`src/rtl/wb_arbiter2_if.sv`:
```
// Wishbone B3 classic bus bundle used on every arbiter port.
// The master modport is the side that issues cycles (CPU, loader, or the
// arbiter facing the slave); the slave modport is the side that answers them.
interface wb_arbiter2_if #(
  parameter int AW = 32,
  parameter int DW = 32
);

  logic [AW-1:0]   adr;
  logic [DW-1:0]   dat_w;
  logic [DW-1:0]   dat_r;
  logic [DW/8-1:0] sel;
  logic            we;
  logic            cyc;
  logic            stb;
  logic            ack;
  logic            err;

  modport master (
    output adr, dat_w, sel, we, cyc, stb,
    input  dat_r, ack, err
  );

  modport slave (
    input  adr, dat_w, sel, we, cyc, stb,
    output dat_r, ack, err
  );

endinterface

```
`src/rtl/wb_arbiter2.sv`:
```
// Two-master, one-slave Wishbone B3 classic arbiter.
// Master 0 is the CPU, master 1 a secondary requester (debug/DMA loader).
// Ownership is granted round-robin and held for a whole cyc; every hand-over
// passes through IDLE, which gives the slave one cycle with cyc=stb=0 so its
// registered ack clears before the next owner starts. A per-transfer watchdog
// turns a hung slave into a one-cycle err pulse to the current owner.
module wb_arbiter2 #(
  parameter int AW      = 32,
  parameter int DW      = 32,
  parameter int TIMEOUT = 255
) (
  input  logic         wb_clk_i,
  input  logic         wb_rst_i,
  wb_arbiter2_if.slave  m0,
  wb_arbiter2_if.slave  m1,
  wb_arbiter2_if.master s,
  output logic [1:0]   grant_o
);

  typedef enum logic [1:0] {
    IDLE = 2'd0,
    OWN0 = 2'd1,
    OWN1 = 2'd2
  } state_t;

  state_t          r_state;
  state_t          w_nextState;
  // Owner of the most recently finished cyc; a tie goes to the other master.
  logic            r_last;

  logic [AW-1:0]   w_adr;
  logic [DW-1:0]   w_datW;
  logic [DW/8-1:0] w_sel;
  logic            w_we;
  logic            w_cyc;
  logic            w_ownStb;
  logic            w_sStb;
  logic            w_errPulse;

  // State register and round-robin memory; last is updated as an owner leaves.
  always_ff @(posedge wb_clk_i) begin
    if (wb_rst_i) begin
      r_state <= IDLE;
      r_last  <= 1'b1;
    end else begin
      r_state <= w_nextState;
      if (r_state == OWN0 && !m0.cyc) begin
        r_last <= 1'b0;
      end
      if (r_state == OWN1 && !m1.cyc) begin
        r_last <= 1'b1;
      end
    end
  end

  // Next-state logic: grant only from IDLE, keep the owner until it drops cyc.
  always_comb begin
    w_nextState = r_state;
    case (r_state)
      IDLE: begin
        if (m0.cyc && !m1.cyc) begin
          w_nextState = OWN0;
        end else if (!m0.cyc && m1.cyc) begin
          w_nextState = OWN1;
        end else if (m0.cyc && m1.cyc) begin
          w_nextState = r_last ? OWN0 : OWN1;
        end
      end
      OWN0: begin
        if (!m0.cyc) begin
          w_nextState = IDLE;
        end
      end
      OWN1: begin
        if (!m1.cyc) begin
          w_nextState = IDLE;
        end
      end
      default: w_nextState = IDLE;
    endcase
  end

  // Slave-side mux driven purely from the registered owner; IDLE parks the bus at 0.
  always_comb begin
    w_adr    = '0;
    w_datW   = '0;
    w_sel    = '0;
    w_we     = 1'b0;
    w_cyc    = 1'b0;
    w_ownStb = 1'b0;
    case (r_state)
      OWN0: begin
        w_adr    = m0.adr;
        w_datW   = m0.dat_w;
        w_sel    = m0.sel;
        w_we     = m0.we;
        w_cyc    = m0.cyc;
        w_ownStb = m0.stb;
      end
      OWN1: begin
        w_adr    = m1.adr;
        w_datW   = m1.dat_w;
        w_sel    = m1.sel;
        w_we     = m1.we;
        w_cyc    = m1.cyc;
        w_ownStb = m1.stb;
      end
      default: begin
        w_adr    = '0;
        w_datW   = '0;
        w_sel    = '0;
        w_we     = 1'b0;
        w_cyc    = 1'b0;
        w_ownStb = 1'b0;
      end
    endcase
    // The strobe is withdrawn during the err cycle so the abandoned transfer
    // cannot complete late at the slave.
    w_sStb = w_ownStb & ~w_errPulse;
  end

  assign s.adr   = w_adr;
  assign s.dat_w = w_datW;
  assign s.sel   = w_sel;
  assign s.we    = w_we;
  assign s.cyc   = w_cyc;
  assign s.stb   = w_sStb;

  // Read data is broadcast unqualified; masters only trust it alongside ack.
  assign m0.dat_r = s.dat_r;
  assign m1.dat_r = s.dat_r;

  // An err pulse suppresses any ack in the same cycle, and only the owner sees either.
  assign m0.ack = s.ack & (r_state == OWN0) & ~w_errPulse;
  assign m1.ack = s.ack & (r_state == OWN1) & ~w_errPulse;
  assign m0.err = w_errPulse & (r_state == OWN0);
  assign m1.err = w_errPulse & (r_state == OWN1);

  assign grant_o = {r_state == OWN1, r_state == OWN0};

  generate
    if (TIMEOUT > 0) begin : g_wdog
      localparam int WDW = $clog2(TIMEOUT + 1);
      localparam logic [WDW-1:0] LIMIT = WDW'(TIMEOUT - 1);
      localparam logic [WDW-1:0] SATMAX = WDW'(TIMEOUT);

      logic [WDW-1:0] r_wdog;
      logic           r_errPulse;
      logic           w_fire;

      // Timeout fires on the last allowed cycle of an unacked strobe; an ack
      // arriving on that very cycle takes priority.
      assign w_fire = w_sStb & ~s.ack & (r_wdog == LIMIT);

      // Per-transfer ack watchdog: counts strobe cycles, restarts on every ack.
      always_ff @(posedge wb_clk_i) begin
        if (wb_rst_i) begin
          r_wdog     <= '0;
          r_errPulse <= 1'b0;
        end else begin
          r_errPulse <= w_fire;
          if (r_state == IDLE || !w_sStb || s.ack || w_fire) begin
            r_wdog <= '0;
          end else if (r_wdog != SATMAX) begin
            r_wdog <= r_wdog + 1'b1;
          end
        end
      end

      assign w_errPulse = r_errPulse;
    end else begin : g_noWdog
      assign w_errPulse = 1'b0;
    end
  endgenerate

endmodule

```
`src/flat_wrapper.sv`:
```
// flat-port wrapper written by rule: the top's interface ports become plain ports
module wb_arbiter2_flat 
#(
  parameter int AW      = 32,
  parameter int DW      = 32,
  parameter int TIMEOUT = 255
)
  (wb_clk_i, wb_rst_i, grant_o, m0_adr, m0_dat_w, m0_sel, m0_we, m0_cyc, m0_stb, m0_dat_r, m0_ack, m0_err, m1_adr, m1_dat_w, m1_sel, m1_we, m1_cyc, m1_stb, m1_dat_r, m1_ack, m1_err, s_adr, s_dat_w, s_sel, s_we, s_cyc, s_stb, s_dat_r, s_ack, s_err);
  wb_arbiter2_if #(.AW(AW), .DW(DW)) m0_i ();
  wb_arbiter2_if #(.AW(AW), .DW(DW)) m1_i ();
  wb_arbiter2_if #(.AW(AW), .DW(DW)) s_i ();
  input  logic wb_clk_i;
  input  logic wb_rst_i;
  output logic [1:0] grant_o;
  input wire logic [$bits(m0_i.adr)-1:0] m0_adr;
  input wire logic [$bits(m0_i.dat_w)-1:0] m0_dat_w;
  input wire logic [$bits(m0_i.sel)-1:0] m0_sel;
  input wire logic [$bits(m0_i.we)-1:0] m0_we;
  input wire logic [$bits(m0_i.cyc)-1:0] m0_cyc;
  input wire logic [$bits(m0_i.stb)-1:0] m0_stb;
  output wire logic [$bits(m0_i.dat_r)-1:0] m0_dat_r;
  output wire logic [$bits(m0_i.ack)-1:0] m0_ack;
  output wire logic [$bits(m0_i.err)-1:0] m0_err;
  input wire logic [$bits(m1_i.adr)-1:0] m1_adr;
  input wire logic [$bits(m1_i.dat_w)-1:0] m1_dat_w;
  input wire logic [$bits(m1_i.sel)-1:0] m1_sel;
  input wire logic [$bits(m1_i.we)-1:0] m1_we;
  input wire logic [$bits(m1_i.cyc)-1:0] m1_cyc;
  input wire logic [$bits(m1_i.stb)-1:0] m1_stb;
  output wire logic [$bits(m1_i.dat_r)-1:0] m1_dat_r;
  output wire logic [$bits(m1_i.ack)-1:0] m1_ack;
  output wire logic [$bits(m1_i.err)-1:0] m1_err;
  output wire logic [$bits(s_i.adr)-1:0] s_adr;
  output wire logic [$bits(s_i.dat_w)-1:0] s_dat_w;
  output wire logic [$bits(s_i.sel)-1:0] s_sel;
  output wire logic [$bits(s_i.we)-1:0] s_we;
  output wire logic [$bits(s_i.cyc)-1:0] s_cyc;
  output wire logic [$bits(s_i.stb)-1:0] s_stb;
  input wire logic [$bits(s_i.dat_r)-1:0] s_dat_r;
  input wire logic [$bits(s_i.ack)-1:0] s_ack;
  input wire logic [$bits(s_i.err)-1:0] s_err;
  assign m0_i.adr = m0_adr;
  assign m0_i.dat_w = m0_dat_w;
  assign m0_i.sel = m0_sel;
  assign m0_i.we = m0_we;
  assign m0_i.cyc = m0_cyc;
  assign m0_i.stb = m0_stb;
  assign m0_dat_r = m0_i.dat_r;
  assign m0_ack = m0_i.ack;
  assign m0_err = m0_i.err;
  assign m1_i.adr = m1_adr;
  assign m1_i.dat_w = m1_dat_w;
  assign m1_i.sel = m1_sel;
  assign m1_i.we = m1_we;
  assign m1_i.cyc = m1_cyc;
  assign m1_i.stb = m1_stb;
  assign m1_dat_r = m1_i.dat_r;
  assign m1_ack = m1_i.ack;
  assign m1_err = m1_i.err;
  assign s_adr = s_i.adr;
  assign s_dat_w = s_i.dat_w;
  assign s_sel = s_i.sel;
  assign s_we = s_i.we;
  assign s_cyc = s_i.cyc;
  assign s_stb = s_i.stb;
  assign s_i.dat_r = s_dat_r;
  assign s_i.ack = s_ack;
  assign s_i.err = s_err;
  wb_arbiter2 #(.AW(AW), .DW(DW), .TIMEOUT(TIMEOUT)) u_core (.wb_clk_i(wb_clk_i), .wb_rst_i(wb_rst_i), .m0(m0_i), .m1(m1_i), .s(s_i), .grant_o(grant_o));
endmodule
```
`config.mk`:
```
export PLATFORM = sky130hd
export DESIGN_NAME = wb_arbiter2_flat
export DESIGN_NICKNAME = d
export VERILOG_FILES = /design/src/rtl/wb_arbiter2_if.sv /design/src/rtl/wb_arbiter2.sv /design/src/flat_wrapper.sv
export SDC_FILE = /design/constraint.sdc
export NUM_CORES = 1
export LEC_CHECK = 0
export BUFFER_PORTS_ARGS = -buffer_cell sky130_fd_sc_hd__buf_2
export CAP_MARGIN = 5
export CORE_AREA = 2 2 124 126
export DETAILED_ROUTE_END_ITERATION = 12
export DIE_AREA = 0 0 126 128
export PLACE_DENSITY_LB_ADDON = 0.1
export SLEW_MARGIN = 20
export SYNTH_ARGS = -nofsm -noshare
export SYNTH_HDL_FRONTEND = slang
export SYNTH_SLANG_ARGS = --single-unit
```
`constraint.sdc`:
```
create_clock -name wb_clk_i -period 1.7 [get_ports wb_clk_i]
set_input_delay 0.34 -clock wb_clk_i [delete_from_list [all_inputs] [get_ports wb_clk_i]]
set_output_delay 0.34 -clock wb_clk_i [all_outputs]
set_load 0.01 [all_outputs]
```
Yosys cells after proc, flatten, opt, wreduce, memory -nomap -nowiden
Index checks and enable logic that the tools add are counted.

word-level totals
  register bits = 12
  bits of input ports = 178
  logic and storage cells = 51
  output and inout port bits = 141

operators by class
  eq/ne operators = 7
  bitwise logic cells = 11
  reductions and logical operators = 15
  add/subtract/negate cells = 1
  mux-type cells = 13

operators with widths
  operator               number
  $pmux W32 S2           2
  $mux W2                6
  $and A1 B1 Y1          9
  $add A8 B1 Y8 const B  1
  $eq A8 B8 Y1 const B   1
  $ne A8 B8 Y1 const B   1
  $pmux W4 S2            1
  $pmux W1 S2            3
  $pmux W2 S3            1
  $logic_and A1 B1 Y1    5
  $ne A2 B2 Y1 const B   2
  $ne A4 B1 Y1 const B   1
  $reduce_or A2 Y1       2
  $logic_not A1 Y1       3
  $logic_or A1 B1 Y1     3
  $reduce_and A3 Y1      1
  $eq A2 B1 Y1 const B   1
  $eq A2 B2 Y1 const B   1
  $logic_not A2 Y1       1
  $not A1 Y1             2

Logic depth before layout (Yosys ltp)
Gate-level depths: netlist (run 1).

  depth in word-level cells = 8
  depth in mapped cells = 7
  gate-level depth less buffers = 6

Worst setup path before layout (run 1)
Ideal clock, no wire load.

  path kind = flip-flop to output port
  start = register u_core.r_state[0]
  end = output s_adr[2]
  stages on the path, launching flop included = 7
  arrival = 1.519 ns
  buffers on the path = 2
  slack = -0.159 ns
  cell sequence = dfxtp_1 > inv_1 > ha_1 > clkbuf_1 > buf_1 > a22oi_1 > nor2b_1

between the ends
  cells in the longest elaborated chain, start to end = 2

RTL lines
  element                 line                RTL
  start, declared         wb_arbiter2.sv:26   state_t r_state;
  start signal, assigned  wb_arbiter2.sv:46   r_state <= w_nextState;
  $eq A2 B2 Y1            --
  net grant_o[1]          flat_wrapper.sv:14  output logic [1:0] grant_o;
  $pmux W32 S2            wb_arbiter2.sv:91   case (r_state)
  end, declared           flat_wrapper.sv:33  output wire logic [$bits(s_i.adr)-1:0] s_adr;

The timed path passes the listed nets, and every way through them passes these cells.

Worst setup path in the final report (run 1)
  start = register u_core.r_state[1]
  end = output s_sel[3]

between the ends
  cells in the longest elaborated chain, start to end = 2

RTL lines
  element                                       line                RTL
  $eq A2 B2 Y1 or $eq A2 B1 Y1 (tied branches)  wb_arbiter2.sv:91
  $pmux W4 S2 *                                 wb_arbiter2.sv:91
  end, declared                                 flat_wrapper.sv:35  output wire logic [$bits(s_i.sel)-1:0] s_sel;

Every way passes the cells marked *; elsewhere a longest branch is shown, timed or not.

==> qor.txt, run 1 <==
status = complete, but fails checks
violated checks = negative setup slack
diode count = 0
Combinational Power Share = 0.795
Worst VDD drop = 0.3763 mV
final hold vios = 0
Routed Antenna Nets = 0
max_cap viols = 0
P per Cell Area = 856.8 nW/µm²
first-pass GRT wire length = 17.59 mm
Worst Path Arrival = 1.64 ns
final cycle utilization of the critical path = 1.163
minimum clock period = 1.978 ns
placed cells = 646
Critical R2R Launch = u_core.r_state[1]$_SDFFE_PP0P_
share of layout cells above drive strength 1 = 0.7375
insertion delay to the later sink of the worst-skew pair = 0.24 ns
Detailed Place HPWL = 9.418 mm
Post-Syn Area = 2256 µm²
DR pass1 iterations = 4
post-synthesis simple-gate area fraction = 0.2884
Synth-to-Final Area Change = 101.8%
CTS Sinks = 12
Fmax achieved = 505.6 MHz
Routed WL per cell = 19.22 µm
Slew HR = 0.7105
Slowest-stage cell, CP = dfxtp_4
post-synthesis compound-gate area fraction = 0.2779
starting density of the core = 0.1518
cell area after layout = 4553 µm²
vias in the first global route = 2966
Top delay family on crit path = buffers and inverters
clock slew at reported path FFs = 0.05 ns
largest net degree at the start of global routing = 23
Yosys reg bits = 12
FF-to-FF End = u_core.g_wdog.r_wdog[1]$_SDFFE_PP0P_
CTS tree = built
critical-path cell list = inv_4 > ha_4 > buf_12 > buf_12 > a22oi_2 > nor2b_1 > buf_2
fin worst setup slack = -0.2779 ns
H-tree lvl count = 1
Worst setup EP type = primary output
most frequent cells in the layout = buf_2, nor2b_1, a22oi_2, buf_6, a22oi_1
hold depth = 2
Setup Viol. Count Final = 84
Worst setup SP type = flip-flop
Yosys warnings = 0
RePlAce Congestion = 0.7063
RSZ-0062 raised after global routing = yes
Layout fillers = 1609
WHS Endpoint = u_core.r_state[1]$_SDFFE_PP0P_
Die ar. = 16130 µm²
Die W = 126 µm
skew final = 0.0004294 ns
Detailed Route Iter0 Violations = 68
Buffers on Ports = 221
Mapped Nets = 495
most common cell after layout, fill and taps aside = buf_2
Detailed Route WL = 13.20 mm
nets = 686
Pleak = 1.980 nW
sw power = 1.446 mW
Critical path buffers and inverters = 4
xor/xnor share of the synthesized area = 0.01165
R2R depth = 6
Pint = 2.455 mW
worst-case clock buffer depth = 2
Layout Cells excl Fill = 687
I/O pin total = 319
largest family of logic cells by synthesized area = simple AND/OR/NAND/NOR gates
CP peak stage delay = 0.37 ns
startpoint of the worst hold path = wb_rst_i
critical path class = flip-flop to primary output
post-synth cell types = 33
Overall Global Routing Usage = 0.1389
DRC viols = 0
Avg Vias per Cell = 4.419
Post-Syn Instances = 309
max-slew violations = 0
FP Rows = 45
Mean Syn Cell Area = 7.301 µm²
R2R Setup Slk = -0.17 ns
measured slew at the worst slew-check pin = 0.4342 ns
Sequential Power Share = 0.081
antenna violations before repair = 0
gr ovfl total = 0
multiplexer area fraction after synthesis = 0.004992
Die Span Y = 128 µm
sequential area share after synthesis = 0.1065
worst hold slack = 0.3158 ns
adder-cell area share of the yosys netlist = 0.04437
WP depth = 7
Clock power frac = 0.124
CP Max Fanout = 5
switching part of the total power = 0.3708
Req. time, crit path = 1.36 ns
hold crit path type = primary input to flip-flop
Top cell by count, worst path = buf_12
root buf cell = clkbuf_16
CORE AREA = 14860 µm²
Pwr Total = 3.901 mW
via count = 3036
dpl cell area = 3182 µm²
TritonCTS buffer count = 3
cells by family after synthesis:
logic type | count (synthesis)
xor gates and xnor gates | 3
adders and majority gates | 8
buffers and inverters | 95
DFF | 12
AOI/OAI and AO/OA | 82
and+or+nand+nor | 108
muxes | 1
state kept, by name, summed over array words and instances (netlist names):
name                      flops
u_core.g_wdog.r_errPulse      1
u_core.r_last                 1
u_core.g_wdog.r_wdog          8
u_core.r_state                2
power groups by stage:
stage                     clock, mW  sequential [mW]  combinational [mW]
final                         0.483            0.315                3.10
after floorplan                   0            0.309                1.08
after global placement            0            0.311                1.58
after detailed placement          0            0.311                1.59
after CTS                     0.497            0.315                2.47
after global routing          0.526            0.318                3.30
cell usage after synthesis (all sizes together):
library cell	count	area (µm²)
a22oi	71	538.0
nor2b	71	444.2
buf	68	499.2
clkbuf	21	78.83
dfxtp	12	240.2
nor2	10	37.54
ha	8	100.1
inv	6	22.52
nand2	6	22.52
nand3	5	25.02
a21oi	3	15.01
and3	3	18.77
nor3	3	25.02
o21ai	3	15.01
a211oi	2	25.02
and2	2	12.51
and3b	2	17.52
xor2	2	17.52
a211o	1	17.52
a221o	1	10.01
a31oi	1	6.260
mux2	1	11.26
nand2b	1	6.260
nand4	1	6.260
nor3b	1	7.510
or3	1	6.260
or4	1	11.26
or4b	1	10.01
xnor2	1	8.760
worst register-to-register path: stages (launching register included):
cell and delay, ns:
dfxtp_4 0.36, inv_4 0.07, ha_4 0.18, a22oi_1 0.15, or4_4 0.52, a211o_4 0.36, a211oi_2 0.15
final cells by class:
class                      count  area, µm²  area share
clock buffer                   4      88.84     0.01951
timing repair buffer         275       2097      0.4606
tap                          188      235.2     0.05166
multi-input combinational    202       1857      0.4078
sequential                    12      247.7     0.05441
inverter                       6      27.53    0.006046
worst max-delay path by stage:
stage,startpoint,slack [ns],endpoint
after global routing,u_core.r_state[0]$_SDFFE_PP0P_,-0.33,s_sel[3]
final,u_core.r_state[1]$_SDFFE_PP0P_,-0.28,s_sel[3]
after detailed placement,u_core.r_state[0]$_SDFFE_PP0P_,-0.21,s_dat_w[4]
after floorplan,u_core.r_state[1]$_SDFFE_PP0P_,-0.04,u_core.g_wdog.r_wdog[6]$_SDFFE_PP0P_
after global placement,u_core.r_state[0]$_SDFFE_PP0P_,-0.21,s_dat_w[4]
after CTS,u_core.r_state[0]$_SDFFE_PP0P_,-0.26,s_dat_w[4]
routing by layer:
layer  routed length [µm]  share of wire  GRT usage  vias to the layer above
li1                     -              -          -                     1415
met1                 5653           0.43     0.1794                     1435
met2                 6406           0.49     0.2375                      173
met3                 1063          0.081    0.04174                       13
met4                   77         0.0058    0.01293                        0
met5                    0              0          0                        -
stage by stage:
stage | util | setup WS, ns | TNS [ns]
after floorplan | - | -0.03652 | -0.08831
after global placement | 0.2141 | -0.2075 | -2.577
after detailed placement | 0.2141 | -0.2056 | -4.714
after CTS | 0.2688 | -0.2629 | -17.04
after global routing | 0.3063 | -0.3326 | -20.59
final | 0.3063 | -0.2779 | -14.43
timing repair:
action,4_1_cts,5_1_grt
buffers inserted,12,9
gates cloned,8,10
pin swaps,15,26
setup endpoints to repair,84,85
hold buffers,0,0
gates resized for setup,86,62
(Power assumes the default switching activity.)
==> run 2, diff against run 1 <==
--- a/config.mk
+++ b/config.mk
@@ -8,6 +8,7 @@
 export BUFFER_PORTS_ARGS = -buffer_cell sky130_fd_sc_hd__buf_2
 export CAP_MARGIN = 5
 export CORE_AREA = 2 2 124 126
+export CTS_BUF_LIST = sky130_fd_sc_hd__clkbuf_16
 export DETAILED_ROUTE_END_ITERATION = 12
 export DIE_AREA = 0 0 126 128
 export PLACE_DENSITY_LB_ADDON = 0.1
==> run 2 against run 1 <==
  * The flow still finishes with violations (negative setup slack)
  * Sequential share of layout area about the same
  * Utilization shrank 0.067 points
  * Clock power down 9.7%
  * Combinational power hardly changed
  * Global-route usage unchanged
  * Clock skew grew 0.00080 ns
  * Final cell count unchanged
  * Total power is 1.2% lower
  * Die area did not move
  * First-iteration DRC count stayed put
  * Clock-buffer cell count decreased by 1
  * Flip-flop and latch count stayed put
==> qor.txt, run 2 (same netlist as run 1, synthesis figures left out) <==
status = complete, but fails checks
violated checks = negative setup slack
Die Span Y = 128 µm (unchanged)
Clock power frac = 0.113 (-0.011)
nets = 686 (unchanged)
CP Max Fanout = 5 (unchanged)
final hold vios = 0 (unchanged)
CORE AREA = 14860 µm² (unchanged)
Buffers on Ports = 221 (unchanged)
max_cap viols = 0 (unchanged)
Critical R2R Launch = u_core.r_state[1]$_SDFFE_PP0P_
final cycle utilization of the critical path = 1.163 (unchanged)
diode count = 0 (unchanged)
Pint = 2.409 mW (-1.9%)
Req. time, crit path = 1.36 ns (about the same)
largest net degree at the start of global routing = 23 (unchanged)
Worst VDD drop = 0.3763 mV (about the same)
root buf cell = clkbuf_16
R2R Setup Slk = -0.17 ns (about the same)
Worst setup EP type = primary output
Detailed Route WL = 13.21 mm (about the same)
Routed Antenna Nets = 0 (unchanged)
RePlAce Congestion = 0.7063 (unchanged)
via count = 3035 (-0.033%)
fin worst setup slack = -0.2779 ns (unchanged)
DRC viols = 0 (unchanged)
register area = 247.7 µm² (unchanged)
Placement Setup Slack = -0.2056 ns (unchanged)
Pleak = 1.974 nW (-0.28%)
setup_tns = -14.49 ns (-0.05940 ns)
gr ovfl total = 0 (unchanged)
Detailed Place HPWL = 9.418 mm (unchanged)
hold crit path type = primary input to flip-flop
Synth-to-Final Area Change = 101.4%
Setup Viol. Count Final = 84 (unchanged)
measured slew at the worst slew-check pin = 0.4342 ns (unchanged)
clock slew at reported path FFs = 0.05 ns (about the same)
antenna violations before repair = 0 (unchanged)
Pwr Total = 3.856 mW (-1.2%)
minimum clock period = 1.978 ns (unchanged)
max-slew violations = 0 (unchanged)
critical path class = flip-flop to primary output
Avg Vias per Cell = 4.418 (about the same)
CTS tree = built
crit path launch = u_core.r_state[1]$_SDFFE_PP0P_
Layout fillers = 1610 (+0.062%)
CTS Sinks = 12 (unchanged)
FP Rows = 45 (unchanged)
largest registers = u_core.g_wdog.r_wdog (8), u_core.r_state (2)
Worst setup SP type = flip-flop
I/O pin total = 319 (unchanged)
Combinational Power Share = 0.805 (+0.010)
Sequential Power Share = 0.082 (about the same)
Fmax achieved = 505.6 MHz (unchanged)
worst-case clock buffer depth = 2 (unchanged)
Worst Path Arrival = 1.64 ns (about the same)
TritonCTS buffer count = 3 (unchanged)
cell area after layout = 4543 µm² (-0.22%)
P per Cell Area = 848.7 nW/µm² (-0.95%)
Detailed Route Iter0 Violations = 68 (unchanged)
starting density of the core = 0.1518 (unchanged)
share of layout cells above drive strength 1 = 0.7355 (-0.002004)
max reg flops = 8 (unchanged)
vias in the first global route = 2966 (unchanged)
Slew HR = 0.7105 (unchanged)
first-pass GRT wire length = 17.59 mm (unchanged)
Die ar. = 16130 µm² (unchanged)
dpl cell area = 3182 µm² (unchanged)
most frequent cells in the layout = buf_2, nor2b_1, a22oi_2, buf_6, a22oi_1
final core utilization = 0.3056 (-0.0006730)
worst hold slack = 0.3158 ns (unchanged)
sw power = 1.446 mW (about the same)
DR pass1 iterations = 4 (unchanged)
Multi-input gate area = 1857 µm² (unchanged)
startpoint of the worst hold path = wb_rst_i
H-tree lvl count = 1 (unchanged)
switching part of the total power = 0.3751 (+0.004384)
placed cells = 646 (unchanged)
Layout Cells excl Fill = 687 (unchanged)
RSZ-0062 raised after global routing = yes
Reg with most FFs = u_core.g_wdog.r_wdog
most common cell after layout, fill and taps aside = buf_2
Routed WL per cell = 19.22 µm (about the same)
skew final = 0.001234 ns (+0.0008042 ns)
Die W = 126 µm (unchanged)
Overall Global Routing Usage = 0.1389 (unchanged)
insertion delay to the later sink of the worst-skew pair = 0.24 ns (about the same)
run 2: cell types whose count changed in the layout (fill, tap and decap cells not counted), sizes merged:
cell / previous run / this run
clkbuf: 12 / 11
clkinv: 0 / 1
run 2: per-layer routing:
metal,share of wire,GRT usage,up-vias
met5,0,0,-
met4,0.0058,0.01293,0
met3,0.080,0.04174,13
met2,0.49,0.2375,173
met1,0.43,0.1794,1434
li1,-,-,1415
run 2: power by group through the flow:
stage               registers (mW)  clock network [mW]  logic [mW]
floorplan                    0.309                   0        1.08
global placement             0.311                   0        1.58
detailed placement           0.311                   0        1.59
CTS                          0.315               0.450        2.47
global route                 0.318               0.479        3.30
finish                       0.315               0.436        3.10
run 2: final cells by class:
type	count	share of cell area
tap	188	0.05178
clock inverter	1	0.0008262
sequential	12	0.05453
inverter	6	0.006059
timing repair buffer	275	0.4616
multi-input combinational	202	0.4087
clock buffer	3	0.01652
run 2: repair_timing:
item / in CTS / in global routing
gates resized for setup: 86 / 62
cloned: 8 / 10
pin swaps: 15 / 26
hold endpoints to repair: 0 / 0
setup endpoints to repair: 84 / 85
setup buffers: 12 / 9
hold buffers: 0 / 0
run 2: worst max-delay path: stages, from the launching register on:
cell	delay (ns)
dfxtp_4	0.37
inv_4	0.05
ha_4	0.18
buf_12	0.15
buf_12	0.14
a22oi_2	0.25
nor2b_1	0.09
buf_2	0.15
run 2: path summary, 6_finish.rpt:
| check | end | cells after the start |
|---|---|---|
| worst max-delay path | s_sel[3] | 7 |
| worst max register to register | u_core.g_wdog.r_wdog[1]$_SDFFE_PP0P_ | 6 |
| worst min register to register | u_core.r_last$_SDFFE_PP1P_ | 1 |
| worst min-delay path | u_core.r_state[1]$_SDFFE_PP0P_ | 2 |
